**config.mk**
```make
export PLATFORM = sky130hd
export DESIGN_NAME = identity_vector_sequencer
export DESIGN_NICKNAME = d
export VERILOG_FILES = /design/src/rtl/identity_seq_pkg.sv /design/src/rtl/identity_vec_mem.sv /design/src/rtl/identity_vector_sequencer.sv
export SDC_FILE = /design/constraint.sdc
export NUM_CORES = 2
export LEC_CHECK = 0
export CAP_MARGIN = 10
export CORE_UTILIZATION = 45
export CTS_BUF_LIST = sky130_fd_sc_hd__clkbuf_16
export CTS_CLUSTER_SIZE = 30
export DETAILED_ROUTE_END_ITERATION = 10
export PLACE_DENSITY = 0.65
export RECOVER_POWER = 25
export SYNTH_ARGS = -nofsm -noshare
export SYNTH_HDL_FRONTEND = slang
export SYNTH_SLANG_ARGS = --single-unit
```
**constraint.sdc**
```tcl
create_clock -name clk_i -period 5.3 [get_ports clk_i]
set_input_delay 1.06 -clock clk_i [delete_from_list [all_inputs] [get_ports clk_i]]
set_output_delay 1.06 -clock clk_i [all_outputs]
set_load 0.01 [all_outputs]
```
**src/rtl/identity_seq_pkg.sv**
```systemverilog
// Shared types and constants for the identity-run stimulus sequencer.
// The stimulus bus is packed {wire0,wire1,wire2,wire3,wire4}, with wire4 in the LSBs.
package identity_seq_pkg;

    localparam int VEC_W = 83;
    localparam int Y_W   = 245;
    localparam int DEPTH = 32;
    localparam int HOLD  = 10;
    localparam int GAP_W = 3;
    localparam int AW    = $clog2(DEPTH);
    localparam int LW    = AW + 1;
    localparam int CNT_W = ($clog2(HOLD) > GAP_W) ? $clog2(HOLD) : GAP_W;

    localparam int W0_W = 17;
    localparam int W1_W = 11;
    localparam int W2_W = 12;
    localparam int W3_W = 21;
    localparam int W4_W = 22;
    localparam int W4_LSB = 0;
    localparam int W3_LSB = W4_LSB + W4_W;
    localparam int W2_LSB = W3_LSB + W3_W;
    localparam int W1_LSB = W2_LSB + W2_W;
    localparam int W0_LSB = W1_LSB + W1_W;

    typedef enum logic [1:0] {IDLE, APPLY, GAP, FIN} state_t;

    typedef struct packed {
        logic [GAP_W-1:0] gap;
        logic [VEC_W-1:0] vec;
    } entry_t;

    function automatic logic [VEC_W-1:0] pack_wires(
        input logic [W0_W-1:0] w0,
        input logic [W1_W-1:0] w1,
        input logic [W2_W-1:0] w2,
        input logic [W3_W-1:0] w3,
        input logic [W4_W-1:0] w4
    );
        logic [VEC_W-1:0] v;
        v = '0;
        v[W0_LSB +: W0_W] = w0;
        v[W1_LSB +: W1_W] = w1;
        v[W2_LSB +: W2_W] = w2;
        v[W3_LSB +: W3_W] = w3;
        v[W4_LSB +: W4_W] = w4;
        return v;
    endfunction

endpackage

```
**src/rtl/identity_vec_mem.sv**
```systemverilog
// Vector table: one synchronous write port, one asynchronous read port.
// Contents are deliberately not reset so a loaded table survives rst_n.
module identity_vec_mem
    import identity_seq_pkg::*;
(
    input  logic          clk_i,
    input  logic          we_i,
    input  logic [AW-1:0] waddr_i,
    input  entry_t        wdata_i,
    input  logic [AW-1:0] raddr_i,
    output entry_t        rdata_o
);

    entry_t mem_q [DEPTH];

    always_ff @(posedge clk_i) begin
        if (we_i) mem_q[waddr_i] <= wdata_i;
    end

    assign rdata_o = mem_q[raddr_i];

endmodule

```
**src/rtl/identity_vector_sequencer.sv**
```systemverilog
// Replays the vector table onto the shared stimulus bus and compares y_ref against y_dut
// once per phase. State | meaning:
//   IDLE  | stim=0; waiting for start, or one launch cycle while table[0] is fetched
//   APPLY | stim=table[idx].vec for HOLD cycles, compare on the last one
//   GAP   | stim=0 for table[idx].gap cycles, compare on the last one
//   FIN   | done pulse, busy still high, back to IDLE
module identity_vector_sequencer
    import identity_seq_pkg::*;
(
    input  logic             clk_i,
    input  logic             rst_n_i,
    input  logic             cfg_we_i,
    input  logic [AW-1:0]    cfg_addr_i,
    input  logic [VEC_W-1:0] cfg_vec_i,
    input  logic [GAP_W-1:0] cfg_gap_i,
    input  logic [LW-1:0]    cfg_len_i,
    input  logic             start_i,
    output logic [VEC_W-1:0] stim_o,
    input  logic [Y_W-1:0]   y_ref_i,
    input  logic [Y_W-1:0]   y_dut_i,
    output logic             busy_o,
    output logic             done_o,
    output logic             mismatch_o,
    output logic [15:0]      mismatch_cnt_o,
    output logic [AW-1:0]    first_fail_o
);

    state_t           state_q;
    logic             launch_q;
    logic [AW-1:0]    idx_q;
    logic [LW-1:0]    len_q;
    logic [CNT_W-1:0] cnt_q;
    logic [GAP_W-1:0] gap_q;
    logic [VEC_W-1:0] stim_q;
    logic             busy_q;
    logic             done_q;
    logic             mismatch_q;
    logic [15:0]      mcnt_q;
    logic [AW-1:0]    first_fail_q;

    logic [AW-1:0]    rd_idx_d;
    logic [LW-1:0]    len_d;
    logic             phase_end;
    logic             last_idx;
    logic             advance;
    logic             cmp_fail;
    logic             wr_en;
    entry_t           wr_entry;
    entry_t           rd_entry;

    assign wr_en    = cfg_we_i && !busy_q;
    assign wr_entry = '{gap: cfg_gap_i, vec: cfg_vec_i};

    identity_vec_mem u_mem (
        .clk_i   (clk_i),
        .we_i    (wr_en),
        .waddr_i (cfg_addr_i),
        .wdata_i (wr_entry),
        .raddr_i (rd_idx_d),
        .rdata_o (rd_entry)
    );

    // The read port looks at the index of the phase being loaded at the next edge, so the
    // next vector is ready the same cycle the current phase ends.
    always_comb begin
        phase_end = ((state_q == APPLY) || (state_q == GAP)) && (cnt_q == '0);
        last_idx  = ({1'b0, idx_q} == (len_q - LW'(1)));
        advance   = phase_end && !last_idx && ((state_q == GAP) || (gap_q == '0));
        rd_idx_d  = advance ? (idx_q + AW'(1)) : idx_q;
        len_d     = (cfg_len_i > LW'(DEPTH)) ? LW'(DEPTH) : cfg_len_i;
        // Written as if/else so an unknown y bit lands on the failing branch.
        cmp_fail  = 1'b1;
        if (y_ref_i == y_dut_i) cmp_fail = 1'b0;
    end

    always_ff @(posedge clk_i or negedge rst_n_i) begin
        if (!rst_n_i) begin
            state_q      <= IDLE;
            launch_q     <= 1'b0;
            idx_q        <= '0;
            len_q        <= '0;
            cnt_q        <= '0;
            gap_q        <= '0;
            stim_q       <= '0;
            busy_q       <= 1'b0;
            done_q       <= 1'b0;
            mismatch_q   <= 1'b0;
            mcnt_q       <= '0;
            first_fail_q <= '0;
        end else begin
            done_q <= 1'b0;
            if (phase_end && cmp_fail) begin
                if (mcnt_q != 16'hFFFF) mcnt_q <= mcnt_q + 16'd1;
                if (!mismatch_q) begin
                    mismatch_q   <= 1'b1;
                    first_fail_q <= idx_q;
                end
            end
            case (state_q)
                IDLE: begin
                    stim_q <= '0;
                    if (launch_q) begin
                        launch_q <= 1'b0;
                        state_q  <= APPLY;
                        cnt_q    <= CNT_W'(HOLD - 1);
                        stim_q   <= rd_entry.vec;
                        gap_q    <= rd_entry.gap;
                    end else if (start_i) begin
                        mismatch_q   <= 1'b0;
                        mcnt_q       <= '0;
                        first_fail_q <= '0;
                        idx_q        <= '0;
                        len_q        <= len_d;
                        busy_q       <= 1'b1;
                        if (len_d == '0) begin
                            state_q <= FIN;
                            done_q  <= 1'b1;
                        end else begin
                            launch_q <= 1'b1;
                        end
                    end
                end
                APPLY, GAP: begin
                    if (!phase_end) begin
                        cnt_q <= cnt_q - CNT_W'(1);
                    end else if ((state_q == APPLY) && (gap_q != '0)) begin
                        state_q <= GAP;
                        cnt_q   <= CNT_W'(gap_q) - CNT_W'(1);
                        stim_q  <= '0;
                    end else if (last_idx) begin
                        state_q <= FIN;
                        done_q  <= 1'b1;
                        stim_q  <= '0;
                    end else begin
                        state_q <= APPLY;
                        idx_q   <= rd_idx_d;
                        cnt_q   <= CNT_W'(HOLD - 1);
                        stim_q  <= rd_entry.vec;
                        gap_q   <= rd_entry.gap;
                    end
                end
                FIN: begin
                    state_q <= IDLE;
                    busy_q  <= 1'b0;
                    idx_q   <= '0;
                    stim_q  <= '0;
                end
                default: state_q <= IDLE;
            endcase
        end
    end

    assign stim_o         = stim_q;
    assign busy_o         = busy_q;
    assign done_o         = done_q;
    assign mismatch_o     = mismatch_q;
    assign mismatch_cnt_o = mcnt_q;
    assign first_fail_o   = first_fail_q;

endmodule

```
==> metrics.yaml <==
outcome: "complete, but fails checks"
failed_checks: "max-capacitance violations, max-slew violations"
routedWlPerCell_um: 35.5
syn_avg_cell_area_um2: 14.3
synth.most_common_cell: "edfxtp_1"
ys_top_cells_by_count: "2752 x edfxtp_1, 1408 x o22ai_1, 462 x nor3_1"
fin_total_pwr_mw: 54.0
grt_max_degree: 163
ys_seq_area_frac: 0.702
yosys.area.top_type: "edfxtp_1"
cp_slowest_stage_delay_ps: 2650
synthArstFlopShare: 0.0444
yosysWarnings: 0
rsz0062_at_grt: "no"
arrival_ps: 5300
synthCells: 8577
crit_buf_inv: 2
core_um2: 271000
cp-end-kind: "async pin"
setup_viol: 0
synth.top_cell.area_share: 0.676
portBuffers: 697
drtAntennaViolNets: 0
h-tree-depth: 5
die_h_um: 523
initial_core_util: 0.452
die_w_um: 523
synth_edf_count: 2752
grt_pass1_vias: 87500
crit_path_max_fanout: 47
gp_congestion: 0.946
row_count: 191
crit_slowest_cell: "clkbuf_1"
hold_viol_final: 0
relSlewSlack: -1.57
post-route-period-util: 0.881
synth_area_leaders: "edfxtp_1 68%, o22ai_1 7.2%, o221ai_1 3.1%"
ys_seq_elements: 2880
root_buffer: "clkbuf_16"
clkTransAtPathRegs_ps: 60
grt_usage: 0.327
totalNegativeSetupSlack_ps: 0
drc: 0
hold_buffers: 0
ys_types: 85
critPathMostFrequentCell: "clkbuf_1"
vdd_drop_max_mv: 0.365
slew_violations: 69
syn-cell-area_um2: 122000
finalCriticalPeriod_ps: 4670
timing.fmax_ghz: 0.214
vias: 90800
r2r_cells: 13
synth_nets: 9179
cts_tree: "yes"
clock_latency_ps: 880
antenna_found_initial: 86
start_kind: "input port"
drt-vias-per-instance: 6.98
post-cts-setup-buffer-count: 0
clock_skew_ps: 34.6
cts_resized: 0
initialDrtViolationCount: 13500
cts_made_buffers: 312
crit_cells: 2
worst_pin_slew_ps: 3850
die_area_um2: 274000
worstPathRequired_ps: 5930
nets: 9749
wirelength_mm: 462
worstSetupPathType: "input port to async pin"
gr-total-overflow: 0
path_delay_family: "buffers and inverters"
power_density_nw_per_um2: 374
grt_pass1_wl_mm: 641
drt_pass1_iterations: 7
crit_chain: "clkbuf_1 > clkbuf_1"
drive_above_1_share: 0.0887
final_cells: 13000
cts.sinks: 2880
fin_hold_ws_ps: 521
synth_ff_type: "edfxtp_1"
syn2layout_area_growth_pct: 18.0
hold_path_depth: 1
hp-class: "flop to flop"
dp.cells: 12400
io-pin-count: 698
cap_viol_max_count: 2
cts_buffer_depth: 4
dpl.hpwl_mm: 257
leakage_nw: 44.5
## cells by family (layout without fill, tap and decap cells)
| family | count (synthesis) | after routing | synth area share |
|---|---|---|---|
| buffers and inverters | 775 | 1592 | 0.0269 |
| AOI/OAI and AO/OA | 2904 | 2904 | 0.162 |
| and+or+nand+nor | 1409 | 1409 | 0.0563 |
| DFF | 2880 | 2880 | 0.702 |
| adders and majority gates | 11 | 11 | 0.00113 |
| xor gates and xnor gates | 233 | 233 | 0.0170 |
| muxes | 365 | 365 | 0.0348 |
| other | 0 | 41 | 0 |
## report_power, final
| group | switching (mW) | internal [mW] | leakage (nW) | total [mW] |
|---|---|---|---|---|
| combinational | 4.78 | 2.58 | 12.9 | 7.37 |
| clock | 8.95 | 11.8 | 5.09 | 20.8 |
| sequential | 0.454 | 25.4 | 26.5 | 25.9 |
| total | 14.2 | 39.8 | 44.5 | 54.0 |
## placed cells by master, fill, tap and decap left out, types with 210 or more instances in the layout
cell and instances:
clkdlybuf4s50_1 645, nor2_1 210, edfxtp_1 2752, o21ai_0 295, clkbuf_16 318, nor3_1 462, o221ai_1 439, nand2_1 286
mux2i_1 307, o22ai_1 1408
## through the flow
stage	utilization	worst slack, ps	area [µm²]
2_1_floorplan	-	-440	122000
5_1_grt	0.533	407	144000
3_5_place_dp	0.498	75.7	135000
4_1_cts	0.533	838	144000
6_report	0.533	632	144000
3_3_place_gp	0.498	-7.34	135000
## registers in the layout, indices dropped and copies added, names as in the netlist, 2 cells and up
name and count:
stim_o 83, gap_q 3, cnt_q 4, u_mem.mem_q 2752, len_q 6, state_q 2, first_fail_o 5, idx_q 5
mismatch_cnt_o 16
## layer usage
metal / share of wire / GRT usage / wire length [µm]
met1: 0.37 / 0.428 / 172000
met2: 0.47 / 0.524 / 215000
met3: 0.11 / 0.0671 / 51500
met4: 0.049 / 0.152 / 22600
met5: 0.00064 / 0 / 296
## layout make-up
type                       count  area [µm²]
antenna                       41         103
clock buffer                 318        7960
clock inverter               243        1640
fill                       21700      126000
inverter                      44         173
multi-input combinational   4922       33600
sequential                  2880       85800
tap                         3570        4470
timing repair buffer         987       10600
## path summary, 6_finish.rpt
kind	slack, ps	startpoint	end
setup / recovery	630	rst_n_i	stim_o[63]
hold / removal	520	stim_o[15]	stim_o[15]
setup reg to reg	650	gap_q[1]	stim_o[26]
hold reg to reg	520	stim_o[15]	stim_o[15]
max in group clk_i	650	gap_q[1]	stim_o[26]
min in group asynchronous	1480	rst_n_i	mismatch_cnt_o[15]
Power figures use the tool's default switching activity.
